===== src/rtl/fsqrt_pkg.sv =====
// Shared types, exception codes and the square-root arithmetic for the WE=7/WF=7 flopoco word.
package fsqrt_pkg;

  localparam int unsigned FP_WE = 7;
  localparam int unsigned FP_WF = 7;
  localparam int unsigned FP_W  = FP_WE + FP_WF + 3;

  localparam logic [1:0] EXC_ZERO = 2'b00;
  localparam logic [1:0] EXC_NORM = 2'b01;
  localparam logic [1:0] EXC_INF  = 2'b10;
  localparam logic [1:0] EXC_NAN  = 2'b11;

  typedef logic [FP_W-1:0] fp_t;

  localparam fp_t NAN_WORD = {EXC_NAN, 1'b0, (FP_WE + FP_WF)'(0)};

  // Restoring integer square root: floor(sqrt(v)) for an 18-bit radicand.
  function automatic logic [8:0] isqrt18(input logic [17:0] v);
    logic [8:0] r;
    logic [8:0] t;
    r = '0;
    for (int i = 8; i >= 0; i--) begin
      t = r | (9'(1) << i);
      if (18'(t) * 18'(t) <= v) r = t;
    end
    return r;
  endfunction

  // Correctly rounded sqrt; the root carries one guard bit and midpoints cannot occur.
  function automatic fp_t fsqrt_eval(input fp_t x);
    logic [1:0]       exc;
    logic             sgn;
    logic [FP_WE-1:0] ex;
    logic [FP_WF-1:0] fr;
    logic [17:0]      rad;
    logic [8:0]       root;
    logic [FP_WF:0]   mant;
    logic [FP_WE-1:0] re;
    fp_t              r;
    {exc, sgn, ex, fr} = x;
    rad  = ex[0] ? {1'b0, 1'b1, fr, 9'b0} : {1'b1, fr, 10'b0};
    root = isqrt18(rad);
    mant = root[8:1] + 8'(root[0]);
    re   = FP_WE'((8'(ex) + 8'd63) >> 1);
    unique case (exc)
      EXC_ZERO: r = {EXC_ZERO, sgn, (FP_WE + FP_WF)'(0)};
      EXC_NORM: r = sgn ? NAN_WORD : {EXC_NORM, 1'b0, re, mant[FP_WF-1:0]};
      EXC_INF:  r = sgn ? NAN_WORD : {EXC_INF, 1'b0, (FP_WE + FP_WF)'(0)};
      default:  r = NAN_WORD;
    endcase
    return r;
  endfunction

endpackage


===== src/rtl/fsqrt_core.sv =====
// Fixed-latency, unreset fsqrt datapath: result appears LATENCY cycles after X is presented.
module fsqrt_core
  import fsqrt_pkg::*;
#(
  parameter int unsigned LATENCY = 2
) (
  input  logic clk,
  input  fp_t  x_i,
  output fp_t  r_o
);

  fp_t pipe_q [LATENCY];

  always_ff @(posedge clk) begin
    pipe_q[0] <= fsqrt_eval(x_i);
    for (int i = 1; i < LATENCY; i++) pipe_q[i] <= pipe_q[i-1];
  end

  assign r_o = pipe_q[LATENCY-1];

endmodule


===== src/rtl/fsqrt_result_fifo.sv =====
// Result FIFO with a registered head word; DEPTH must be a power of two >= 2.
module fsqrt_result_fifo
  import fsqrt_pkg::*;
#(
  parameter int unsigned DEPTH = 4
) (
  input  logic                       clk,
  input  logic                       rst_n,
  input  logic                       push_i,
  input  fp_t                        data_i,
  input  logic                       pop_i,
  output logic                       out_valid_o,
  output fp_t                        out_data_o,
  output logic [$clog2(DEPTH+1)-1:0] count_o
);

  localparam int unsigned PW = $clog2(DEPTH);
  localparam int unsigned CW = $clog2(DEPTH + 1);

  fp_t           mem_q [DEPTH];
  logic [PW-1:0] wr_ptr_q, wr_ptr_d, rd_ptr_q, rd_ptr_d;
  logic [CW-1:0] count_q, count_d;
  logic          valid_q, valid_d;
  fp_t           head_q, head_d;

  // Next head is the word the read pointer will land on, taking this cycle's write into account.
  always_comb begin
    wr_ptr_d = wr_ptr_q;
    rd_ptr_d = rd_ptr_q;
    if (push_i) wr_ptr_d = wr_ptr_q + PW'(1);
    if (pop_i)  rd_ptr_d = rd_ptr_q + PW'(1);
    count_d = count_q + CW'(push_i) - CW'(pop_i);
    valid_d = (count_d != '0);
    if (count_d == '0)                     head_d = '0;
    else if (push_i && rd_ptr_d == wr_ptr_q) head_d = data_i;
    else                                   head_d = mem_q[rd_ptr_d];
  end

  always_ff @(posedge clk or negedge rst_n) begin
    if (!rst_n) begin
      wr_ptr_q <= '0;
      rd_ptr_q <= '0;
      count_q  <= '0;
      valid_q  <= 1'b0;
      head_q   <= '0;
    end else begin
      wr_ptr_q <= wr_ptr_d;
      rd_ptr_q <= rd_ptr_d;
      count_q  <= count_d;
      valid_q  <= valid_d;
      head_q   <= head_d;
    end
  end

  always_ff @(posedge clk) begin
    if (push_i) mem_q[wr_ptr_q] <= data_i;
  end

  assign out_valid_o = valid_q;
  assign out_data_o  = head_q;
  assign count_o     = count_q;

endmodule


===== src/rtl/fsqrt_issue_ctrl.sv =====
// Valid/ready front end for the fsqrt core: credit-based issue, valid pipe, result FIFO.
// Optional NaN result counter enabled by `define FSQRT_NAN_CNT_EN.
module fsqrt_issue_ctrl
  import fsqrt_pkg::*;
#(
  parameter int unsigned LATENCY    = 2,
  parameter int unsigned FIFO_DEPTH = 4,
  parameter int unsigned CNT_W      = 16
) (
  input  logic             clk,
  input  logic             rst_n,
  input  logic             in_valid_i,
  output logic             in_ready_o,
  input  fp_t              in_data_i,
  output logic             out_valid_o,
  input  logic             out_ready_i,
  output fp_t              out_data_o,
  output logic             busy_o,
  input  logic             cnt_clr_i,
  output logic [CNT_W-1:0] nan_count_o
);

  localparam int unsigned CW = $clog2(FIFO_DEPTH + 1);
  localparam int unsigned SW = CW + 1;

  logic [LATENCY-1:0] vpipe_q, vpipe_d;
  logic [CW-1:0]      inflight_q, inflight_d, fifo_cnt, fifo_cnt_d;
  logic               in_ready_q, in_ready_d, busy_q, busy_d;
  logic               accept_c, push_c, pop_c;
  fp_t                core_r;

  assign accept_c = in_valid_i && in_ready_q;
  assign push_c   = vpipe_q[LATENCY-1];
  assign pop_c    = out_valid_o && out_ready_i;

  // Credits are granted from next-state counts so in_ready is a plain flop.
  always_comb begin
    vpipe_d    = (vpipe_q << 1) | LATENCY'(accept_c);
    inflight_d = inflight_q + CW'(accept_c) - CW'(push_c);
    fifo_cnt_d = fifo_cnt + CW'(push_c) - CW'(pop_c);
    in_ready_d = (SW'(fifo_cnt_d) + SW'(inflight_d)) < SW'(FIFO_DEPTH);
    busy_d     = (inflight_d != '0) || (fifo_cnt_d != '0);
  end

  always_ff @(posedge clk or negedge rst_n) begin
    if (!rst_n) begin
      vpipe_q    <= '0;
      inflight_q <= '0;
      in_ready_q <= 1'b0;
      busy_q     <= 1'b0;
    end else begin
      vpipe_q    <= vpipe_d;
      inflight_q <= inflight_d;
      in_ready_q <= in_ready_d;
      busy_q     <= busy_d;
    end
  end

  fsqrt_core #(.LATENCY(LATENCY)) u_core (
    .clk (clk),
    .x_i (in_data_i),
    .r_o (core_r)
  );

  fsqrt_result_fifo #(.DEPTH(FIFO_DEPTH)) u_fifo (
    .clk         (clk),
    .rst_n       (rst_n),
    .push_i      (push_c),
    .data_i      (core_r),
    .pop_i       (pop_c),
    .out_valid_o (out_valid_o),
    .out_data_o  (out_data_o),
    .count_o     (fifo_cnt)
  );

  assign in_ready_o = in_ready_q;
  assign busy_o     = busy_q;

`ifdef FSQRT_NAN_CNT_EN
  logic [CNT_W-1:0] nan_cnt_q, nan_cnt_d;

  // Saturating count of NaN results landing in the FIFO; clear has priority.
  always_comb begin
    nan_cnt_d = nan_cnt_q;
    if (cnt_clr_i) nan_cnt_d = '0;
    else if (push_c && core_r[FP_W-1 -: 2] == EXC_NAN && nan_cnt_q != '1)
      nan_cnt_d = nan_cnt_q + CNT_W'(1);
  end

  always_ff @(posedge clk or negedge rst_n) begin
    if (!rst_n) nan_cnt_q <= '0;
    else        nan_cnt_q <= nan_cnt_d;
  end

  assign nan_count_o = nan_cnt_q;
`else
  logic unused_cnt_clr;
  assign unused_cnt_clr = cnt_clr_i;
  assign nan_count_o    = '0;
`endif

endmodule


===== config.mk =====
export PLATFORM = sky130hd
export DESIGN_NAME = fsqrt_issue_ctrl
export DESIGN_NICKNAME = d
export VERILOG_FILES = /design/src/rtl/fsqrt_pkg.sv /design/src/rtl/fsqrt_core.sv /design/src/rtl/fsqrt_result_fifo.sv /design/src/rtl/fsqrt_issue_ctrl.sv
export SDC_FILE = /design/constraint.sdc
export NUM_CORES = 1
export LEC_CHECK = 0
export ABC_AREA = 1
export CAP_MARGIN = 5
export CORE_AREA = 2 2 155 157
export DETAILED_ROUTE_END_ITERATION = 8
export DIE_AREA = 0 0 157 159
export PLACE_DENSITY_LB_ADDON = 0.15
export SLEW_MARGIN = 40
export SYNTH_ARGS = -nofsm -noshare
export SYNTH_HDL_FRONTEND = slang
export SYNTH_SLANG_ARGS = --single-unit

===== constraint.sdc =====
create_clock -name clk -period 3.1 [get_ports clk]
set_clock_uncertainty 0.05 [all_clocks]
set_input_delay 0.465 -clock clk [delete_from_list [all_inputs] [get_ports clk]]
set_output_delay 0.465 -clock clk [all_outputs]
set_load 0.02 [all_outputs]

==> After elaboration in Yosys (flattened, before gate mapping) <==
Memories as Yosys holds them, arrays and structs flattened.
Cells that the tools add are included.
{ "totals": {"reg_bits": 32, "latch_bits": 0, "ramBits": 102, "romBits": 0, "in_bits": 22, "n_memories": 2} }
{ "op_classes": {"add_sub_neg": 9, "n_mul": 8, "n_div": 0, "order_cmp": 10, "eq_ne": 3, "n_shift": 0, "mux": 18, "n_bitwise": 1, "reduce_logical": 8} }
{ "mem_list": {"columns": ["name", "words", "width", "read_ports", "rd_clocked_by_memory_dff", "write_ports", "line_no", "text"], "rows": [
  ["u_fifo.mem_q", 4, 17, 1, 0, 1, "fsqrt_result_fifo.sv:20", "fp_t mem_q [DEPTH];"],
  ["u_core.pipe_q", 2, 17, 2, 0, 2, "fsqrt_core.sv:12", "fp_t pipe_q [LATENCY];"]
]} }
{ "ops": {"columns": ["operator", "n"], "rows": [
  ["<= comparator 18 bit", 8],
  ["multiplier 9 x 9 -> 18 bit", 8],
  ["two-way mux 17 bit", 3],
  ["one-hot mux 17 bit (3 select lines)", 1],
  ["<= comparator 17 x 18 -> 1 bit (first input constant)", 1],
  ["two-way mux 18 bit", 1],
  ["two-way mux 16 bit", 1],
  ["two-way mux 9 bit", 1],
  ["adder 7 x 6 -> 8 bit (second input constant)", 1],
  ["two-way mux 8 bit", 1],
  ["adder 7 x 1 -> 7 bit", 1],
  ["two-way mux 7 bit", 1],
  ["adder 3 x 1 -> 3 bit", 2],
  ["two-way mux 6 bit", 1],
  ["nonzero test 3 bit", 2],
  ["subtractor 3 x 1 -> 3 bit", 2],
  ["two-way mux 5 bit", 1],
  ["adder 2 x 1 -> 2 bit (second input constant)", 2],
  ["adder 3 x 3 -> 4 bit", 1],
  ["< comparator 4 x 3 -> 1 bit (second input constant)", 1],
  ["two-way mux 2 bit", 2],
  ["two-way mux 4 bit", 1],
  ["logical AND 1 bit", 3],
  ["zero test 3 bit", 1],
  ["8 further kinds", 10]
]} }

==> Logic depth before layout (Yosys ltp) <==
Gate-level depths: netlist of the first run.
{ "depth": {"word_depth": 30, "depth_mapped": 166, "ltp_nobuf": 163} }

==> Hierarchy <==
A second synthesis of the first run with hierarchy kept.
{ "unflattened": {"cells_unflattened": 1392, "hier_area_um2": 12075.3} }
{ "by_module_without_submodules": {"columns": ["mod", "n_inst", "cells_per_inst", "area_per_inst_um2", "seq_area_each_um2"], "rows": [
  ["fsqrt_core", 1, 930, 7367.1, 680.7],
  ["fsqrt_result_fifo", 1, 396, 4137.7, 2667.6],
  ["fsqrt_issue_ctrl", 1, 66, 570.5, 175.2]
]} }

==> Least setup slack after synthesis of the first run <==
Ideal clock, no wire load.
{ "synth_path": {"path_kind": "input to register", "start": "input port in_data_i[7]", "end": "memory u_core.pipe_q[0][6] in the netlist's numbering", "setup_ns": 0.128, "arrival_ns": 27.566, "required_ns": 2.922, "path_slack_ns": -24.644, "cell_stages": 151, "path_cell_list": "buf_4 -> nor2_4 -> nand2_1 -> nor2_2 -> nand3_2 -> nand2_4 -> ha_1 -> ha_1 -> nand3b_1 -> a22oi_1 -> nand2_1 -> ha_1 -> clkbuf_1 -> ha_1 -> ha_1 -> ha_1 -> nand2_1 -> inv_1 -> [115 not listed] -> nand4_1 -> nand2_1 -> xnor2_1 -> inv_1 -> ha_1 -> a21oi_1 -> o21ai_0 -> a21o_1 -> a21oi_1 -> o21ai_0 -> a21oi_1 -> ha_1 -> ha_1 -> inv_1 -> nor2_1 -> nand2_1 -> xor2_1 -> nor2_1"} }
{ "synth_lines": {"columns": ["item", "line_no", "text"], "rows": [
  ["from (decl)", "fsqrt_issue_ctrl.sv:14", "input fp_t in_data_i,"],
  ["to (decl)", "fsqrt_core.sv:12", null]
]} }

==> impl_metrics.tcl, run 1 <==
set metrics [dict create \
    crit_type "primary input to register" \
    clockRootBuffer "clkbuf_16" \
    syn_to_final_growth_pct 38.7 \
    status "finished, violations left" \
    grt_overflow_total 0 \
    tightestPinTransition_ns 0.791 \
    die_area_um2 25000 \
    relSlewSlack 0.472 \
    num_vias 9044 \
    yosysWarnings 0 \
    wl_per_cell_um 14.7 \
    postSynthCellCount 1225 \
    rows 56 \
    synth_area_um2 11200 \
    wirelength_um 27300 \
    stdcell_count 1853 \
    cts_tree "built" \
    grt-busiest-layer "met2" \
    start_util 0.485 \
    clk_latency_ns 0.41 \
    grt_util_met1 0.289 \
    min_path_type "register to register" \
    hold_viol_final 0 \
    diodes 0 \
    pre_cts_ws_ns -23.97 \
    max_stage_delay_ns 0.57 \
    met3_usage 0.0278 \
    die_y_um 159 \
    clock.fmax_mhz 39.5 \
    postSynthAreaPerCell_um2 9.18 \
    maxCapViolations 0 \
    grtUsageTotal 0.228 \
    cp.arrival_ns 25.51 \
    layout.nets 1783 \
    viasPerCell 4.88 \
    numCtsBuffers 17 \
    die_w_um 157 \
    met2_usage 0.406 \
    placed_area_um2 14200 \
    cp_max_fo 8 \
    final_area_um2 15600 \
    drt_iter0_markers 372 \
    slew_viol_final 0 \
    place_inst 1780 \
    slowest_stage "fa_1" \
    core_area_um2 23200 \
    synth-seq-cells 134 \
    grt_pass1_vias 9185 \
    clockBufferDepth 2 \
    gp_congestion 0.884 \
    dr.pass1.iters 4 \
    io_buffers 40 \
    seq_area_frac_synth 0.313 \
    finalWorstSetupSlack_ns -22.19 \
    violations "setup timing" \
    drc 0 \
    ioPinCount 58 \
    cp_data_required_time_ns 3.32 \
    period_share 8.16 \
    dpl.hpwl_um 20800 \
    cts_hold_buf 0 \
    layout-drive-gt1-share 0.325 \
    antenna_found_initial 0 \
    tns_ns -154.49 \
    antenna_left 0 \
    crit_path_end_kind "register" \
    path_clk_slew_ns 0.06 \
    ctsHtreeMaxLevel 4 \
    cpMostUsedCell "ha_4" \
    rsz0062_at_grt "yes" \
    cts.sinks 134 \
    setup_viol 7 \
    grt_max_degree 36 \
    async_flop_share 0.239 \
    yosys.cell_types.count 49 \
    synth_edf_count 68 \
    ys.flop_type "edfxtp_1" \
    startpoint_type "primary input" \
    period_needed_ns 25.29 \
    grt_pass1_wl_um 45000 \
]
[metrics by stage]
stage                      util  hold slack, ns
after global routing      0.672           0.282
after detailed placement  0.610           0.262
final                     0.672           0.275
after CTS                 0.660           0.276
after global placement    0.610           0.260
after floorplan               -           0.119
[cell usage after synthesis, types with 3 or more instances]
cell      instances  share of area
edfxtp_1         68           0.18
nor3_1           10         0.0045
nand2_2           9         0.0050
a21o_1            6         0.0040
o21bai_1         20          0.013
or2_2             6         0.0033
buf_4            17          0.011
nand3_1          24          0.011
inv_2             3         0.0010
nand2_1         153          0.051
nand3_2           4         0.0036
xor2_1           37          0.029
nor4_1            4         0.0022
a31oi_1          20          0.011
o21ai_1           3         0.0013
fa_1             73           0.13
dfrtp_1          32          0.071
o21ai_0          79          0.035
nand2_4           5         0.0050
nor2_1           92          0.031
dfxtp_1          34          0.061
nand4_1           4         0.0022
xnor2_1          17          0.013
o21a_1            6         0.0040
inv_1           225          0.075
clkbuf_1         21         0.0070
a21oi_1          56          0.025
ha_1            167           0.19
[kinds of logic after synthesis]
kind of cell,after synthesis,synth area share
XOR/XNOR,54,0.0421
buffers and inverters,269,0.0955
other,2,0.000668
adder cells (fa/ha/maj),240,0.316
AND/OR/NAND/NOR,321,0.127
AO/OA/AOI/OAI,205,0.106
flip-flops,134,0.313
[per-layer routing]
metal  wire (um)  up-vias
li1            -     4539
met1       11800     4309
met2       14000      154
met3         938       42
met4         572        0
met5           0        -
[flip-flops by register name (all words and copies together) (netlist names), 2 cells and up]
register	count
u_fifo.count_o	3
u_fifo.out_data_o	17
vpipe_q	2
inflight_q	3
u_core.pipe_q	34
u_fifo.mem_q	68
u_fifo.wr_ptr_q	2
u_fifo.rd_ptr_q	2
[cells in the final DEF, fill, tap and decap left out, drive strengths merged, types with 8 or more instances in the layout]
| cell type | count |
|---|---|
| buf | 250 |
| inv | 233 |
| nand2 | 167 |
| ha | 167 |
| nor2 | 94 |
| o21ai | 84 |
| fa | 73 |
| edfxtp | 68 |
| a21oi | 57 |
| xor2 | 37 |
| dfxtp | 34 |
| dfrtp | 32 |
| clkdlybuf4s50 | 32 |
| conb | 29 |
| nand3 | 29 |
| o21bai | 22 |
| a31oi | 20 |
| clkbuf | 18 |
| xnor2 | 17 |
| nor3 | 10 |
| clkinv | 8 |
[worst max-delay path: cells and delay by family]
kind            cells  cell delay, ns
simple gates       32            3.07
compound gates     33            4.71
xor+xnor            8            1.15
buf+inv            28            2.48
fa+ha+maj          41           13.59
[worst paths after layout]
check | startpoint | end | slack [ns] | depth (start not counted)
worst max-delay path | in_data_i[7] | u_core.pipe_q[0][6]$_DFF_P_ | -22.19 | 142
worst min-delay path | u_core.pipe_q[0][4]$_DFF_P_ | u_core.pipe_q[0][21]$_DFF_P_ | 0.27 | 0
worst max register to register | u_fifo.out_valid_o$_DFF_PN0_ | u_fifo.out_data_o[13]$_DFF_PN0_ | 0.43 | 14
worst min register to register | u_core.pipe_q[0][4]$_DFF_P_ | u_core.pipe_q[0][21]$_DFF_P_ | 0.27 | 0
max in group asynchronous | rst_n | u_fifo.out_data_o[7]$_DFF_PN0_ | 2.30 | 2
min in group asynchronous | rst_n | inflight_q[1]$_DFF_PN0_ | 0.40 | 2
[cell type report]
class	count	area [um^2]
clock buffer	17	425
multi-input combinational	849	7860
fill	1872	7600
inverter	230	882
timing repair buffer	289	2330
tap	319	399
clock inverter	15	166
sequential	134	3520
[timing repair]
item | CTS | global route
endpoints found under the setup margin | 7 | 7
resized for setup | 88 | 47
buffers inserted | 32 | 10
pin swaps | 144 | 40
Power of run 1 is left out: the tool's default activity adds up to more than one toggle a clock period on the data nets, which glitch-free logic cannot reach.
==> inputs of run 2 (changes only) <==
--- a/config.mk
+++ b/config.mk
@@ -11,6 +11,7 @@
 export DETAILED_ROUTE_END_ITERATION = 8
 export DIE_AREA = 0 0 157 159
 export PLACE_DENSITY_LB_ADDON = 0.15
+export SETUP_SLACK_MARGIN = 0.4
 export SLEW_MARGIN = 40
 export SYNTH_ARGS = -nofsm -noshare
 export SYNTH_HDL_FRONTEND = slang
==> impl_metrics.tcl, run 2 (synthesis results as in run 1) <==
set metrics [dict create \
    cts.sinks 134 \
    layout-drive-gt1-share 0.355 \
    grtUsageTotal 0.229 \
    max_stage_delay_ns 0.56 \
    final_common_cell "buf_4" \
    final_area_um2 15900 \
    relSlewSlack 0.466 \
    r2r_setup_slack_ns 0.54 \
    core_area_um2 23200 \
    tns_ns -155.13 \
    slew_viol_final 0 \
    setup_viol 7 \
    clockBufferDepth 2 \
    dpl.hpwl_um 20800 \
    diodes 0 \
    die_w_um 157 \
    antenna_found_initial 0 \
    io_buffers 40 \
    grt_overflow_total 0 \
    clock.fmax_mhz 39.4 \
    antenna_left 0 \
    dr.pass1.iters 4 \
    crit_type "primary input to register" \
    clk_latency_ns 0.42 \
    ioPinCount 58 \
    gp_congestion 0.884 \
    final_cell_mix "buf_4, inv_1, nand2_1" \
    viasPerCell 4.89 \
    grt_pass1_vias 9186 \
    die_y_um 159 \
    clockRootBuffer "clkbuf_16" \
    grt_max_degree 36 \
    top_register "u_fifo.mem_q" \
    rows 56 \
    cts_tree "built" \
    largest_reg_flops 68 \
    path_clk_slew_ns 0.06 \
    startpoint_type "primary input" \
    slowest_stage "fa_2" \
    wl_per_cell_um 14.9 \
    tightestPinTransition_ns 0.800 \
    layout.nets 1790 \
    status "finished, violations left" \
    drt_iter0_markers 407 \
    numCtsBuffers 17 \
    period_share 8.19 \
    wirelength_um 27800 \
    crit_path_end_kind "register" \
    violations "setup timing" \
    num_vias 9099 \
    hold_slack_ns 0.276 \
    cpMostUsedCell "ha_4" \
    min_path_type "register to register" \
    syn_to_final_growth_pct 41.4 \
    ctsHtreeMaxLevel 4 \
    fillerInstances 1830 \
    finalWorstSetupSlack_ns -22.30 \
    cp_max_fo 8 \
    cp.arrival_ns 25.63 \
    grt_pass1_wl_um 45100 \
    die_area_um2 25000 \
    rsz0062_at_grt "yes" \
    multi_input_area_um2 8060 \
    hold_viol_final 0 \
    maxCapViolations 0 \
    cp_data_required_time_ns 3.33 \
    regArea_um2 3520 \
    start_util 0.485 \
    period_needed_ns 25.40 \
    drc 0 \
    placed_area_um2 14200 \
]
==> run 2: changes by cell type in the layout (fill, tap and decap cells not counted), moves of 3 or more <==
cell / delta
inv_2: +8
nand2_1: -3
buf_6: +3
nor2_1: -3
ha_1: -4
o21ai_2: +13
inv_1: -9
ha_4: +5
o21ai_0: -15
==> run 2: what timing repair did <==
item | in CTS | in global routing
setup buffers | 32 | 13
resized for setup | 95 | 110
setup endpoints to repair | 25 | 25
gates cloned | 0 | 3
hold buffers | 0 | 0
pin swaps | 152 | 90
hold endpoints to repair | 0 | 0
==> run 2: critical path: cells and delay by family <==
family | cells | cell delay (ns)
xor gates and xnor gates | 7 | 1.06
AOI/OAI and AO/OA | 29 | 4.22
buffers and inverters | 30 | 2.40
adders and majority gates | 40 | 14.02
and+or+nand+nor | 39 | 3.37
==> run 2: per-stage QoR <==
stage                     worst slack [ns]  cells  utilization
after global placement              -23.50   1780        0.610
after detailed placement            -23.97   1780        0.610
after CTS                           -22.12   1844        0.662
after global routing                -23.59   1860        0.685
final                               -22.30   1860        0.685
after floorplan                     -21.45   1252            -
==> run 2: path summary, 6_finish.rpt <==
check / start / endpoint / cells past startpoint
max: in_data_i[7] / u_core.pipe_q[0][6]$_DFF_P_ / 145
min: u_core.pipe_q[0][3]$_DFF_P_ / u_core.pipe_q[0][20]$_DFF_P_ / 0
max reg2reg: u_fifo.out_valid_o$_DFF_PN0_ / u_fifo.out_data_o[12]$_DFF_PN0_ / 14
min reg2reg: u_core.pipe_q[0][3]$_DFF_P_ / u_core.pipe_q[0][20]$_DFF_P_ / 0
max in group asynchronous: rst_n / vpipe_q[1]$_DFF_PN0_ / 2
min in group asynchronous: rst_n / inflight_q[1]$_DFF_PN0_ / 2
==> run 2: metal layers <==
| metal | GRT usage | up-vias | part of all wire |
|---|---|---|---|
| met2 | 0.408 | 152 | 0.52 |
| met1 | 0.290 | 4346 | 0.43 |
| met4 | 0.0663 | 0 | 0.023 |
| met5 | 0 | - | 0 |
| met3 | 0.0261 | 50 | 0.030 |
| li1 | - | 4551 | - |
==> run 2: layout make-up <==
type / instances / share of cell area
multi-input combinational: 849 / 0.507
timing repair buffer: 296 / 0.153
inverter: 230 / 0.0556
sequential: 134 / 0.222
clock buffer: 17 / 0.0268
clock inverter: 15 / 0.0105
tap: 319 / 0.0251
Power of run 2 is left out for the same reason.
==> inputs of run 3 (changes only) <==
--- a/config.mk
+++ b/config.mk
@@ -7,9 +7,9 @@
 export LEC_CHECK = 0
 export ABC_AREA = 1
 export CAP_MARGIN = 5
-export CORE_AREA = 2 2 155 157
+export CORE_AREA = 2 2 127 191
 export DETAILED_ROUTE_END_ITERATION = 8
-export DIE_AREA = 0 0 157 159
+export DIE_AREA = 0 0 129 193
 export PLACE_DENSITY_LB_ADDON = 0.15
 export SETUP_SLACK_MARGIN = 0.4
 export SLEW_MARGIN = 40
==> impl_metrics.tcl, run 3 (synthesis results as in run 1) <==
set metrics [dict create \
    antenna_found_initial 0 \
    startpoint_type "primary input" \
    cts_tree "built" \
    rows 69 \
    tightestPinTransition_ns 0.857 \
    layout-drive-gt1-share 0.352 \
    clockRootBuffer "clkbuf_16" \
    top_register "u_fifo.mem_q" \
    clock.fmax_mhz 39.2 \
    clk_latency_ns 0.41 \
    crit_type "primary input to register" \
    placed_area_um2 14100 \
    diodes 0 \
    viasPerCell 4.97 \
    grt_max_degree 36 \
    die_area_um2 24900 \
    slew_viol_final 0 \
    grtUsageTotal 0.246 \
    die_w_um 129 \
    multi_input_area_um2 7970 \
    ctsHtreeMaxLevel 4 \
    cp.arrival_ns 25.71 \
    status "finished, violations left" \
    layout.nets 1790 \
    drt_iter0_markers 322 \
    numCtsBuffers 17 \
    wirelength_um 30000 \
    hold_slack_ns 0.276 \
    grt_overflow_total 0 \
    path_clk_slew_ns 0.06 \
    drc 0 \
    cp_data_required_time_ns 3.32 \
    cts_hold_buf 0 \
    io_buffers 40 \
    regArea_um2 3520 \
    final_cell_mix "buf_4, inv_1, nand2_1" \
    crit_path_end_kind "register" \
    pre_cts_ws_ns -24.01 \
    period_share 8.22 \
    rsz0062_at_grt "yes" \
    tns_ns -155.95 \
    cp_max_fo 12 \
    final_area_um2 15800 \
    num_vias 9241 \
    final_common_cell "buf_4" \
    hold_viol_final 0 \
    slowest_stage "fa_2" \
    dpl.hpwl_um 23000 \
    dr.pass1.iters 4 \
    antenna_left 0 \
    clockBufferDepth 2 \
    period_needed_ns 25.49 \
    core_area_um2 23400 \
    grt_pass1_wl_um 46800 \
    relSlewSlack 0.428 \
    start_util 0.481 \
    fillerInstances 1834 \
    setup_viol 7 \
    violations "setup timing" \
    wl_met1_um 10100 \
    largest_reg_flops 68 \
    wl_met2_um 16800 \
    grt_pass1_vias 9744 \
    die_y_um 193 \
    ioPinCount 58 \
    highest_layer "met4" \
    cts.sinks 134 \
    wl_met3_um 920 \
    finalWorstSetupSlack_ns -22.39 \
    max_stage_delay_ns 0.56 \
    maxCapViolations 0 \
    syn_to_final_growth_pct 40.8 \
    wl_per_cell_um 16.1 \
    gp_congestion 0.941 \
    min_path_type "register to register" \
    cpMostUsedCell "ha_4" \
]
-- run 3: repair_timing --
action	CTS	global route
gates resized for setup	90	98
cloned	0	2
endpoints found under the setup margin	8	25
buffers inserted	42	15
pin swaps	151	99
-- run 3: stage by stage --
stage / std cells / util
after floorplan: 1252 / -
after global placement: 1769 / 0.602
after detailed placement: 1769 / 0.602
after CTS: 1843 / 0.656
after global routing: 1860 / 0.677
final: 1860 / 0.677
-- run 3: layer usage --
layer  global-route usage  up-vias
met2                0.488      187
met4                0.168        0
met3               0.0268       88
li1                     -     4554
met1                0.230     4412
met5                    0        -
-- run 3: layout make-up --
class / count / area share
Multi-Input combinational cell: 849 / 0.503
Sequential cell: 134 / 0.223
Timing Repair Buffer: 296 / 0.157
Inverter: 230 / 0.0559
Clock buffer: 18 / 0.0277
Tap cell: 319 / 0.0252
Clock inverter: 14 / 0.00854
-- run 3: critical path, delay by kind of cell --
| kind | cells | cell delay (ns) |
|---|---|---|
| adder cells (fa/ha/maj) | 40 | 12.58 |
| AO/OA/AOI/OAI | 37 | 5.31 |
| AND/OR/NAND/NOR | 39 | 3.68 |
| buffers and inverters | 27 | 2.41 |
| XOR/XNOR | 8 | 1.26 |
-- run 3: worst paths after layout --
check	slack (ns)	from	cells after the start	endpoint
max in group asynchronous	2.27	rst_n	2	u_fifo.out_data_o[13]$_DFF_PN0_
max	-22.39	in_data_i[7]	151	u_core.pipe_q[0][6]$_DFF_P_
min reg2reg	0.28	u_core.pipe_q[0][4]$_DFF_P_	0	u_core.pipe_q[0][21]$_DFF_P_
min	0.28	u_core.pipe_q[0][4]$_DFF_P_	0	u_core.pipe_q[0][21]$_DFF_P_
max reg2reg	0.55	u_fifo.out_valid_o$_DFF_PN0_	14	u_fifo.out_data_o[9]$_DFF_PN0_
min in group asynchronous	0.40	rst_n	2	vpipe_q[0]$_DFF_PN0_
Power of run 3 is left out for the same reason.
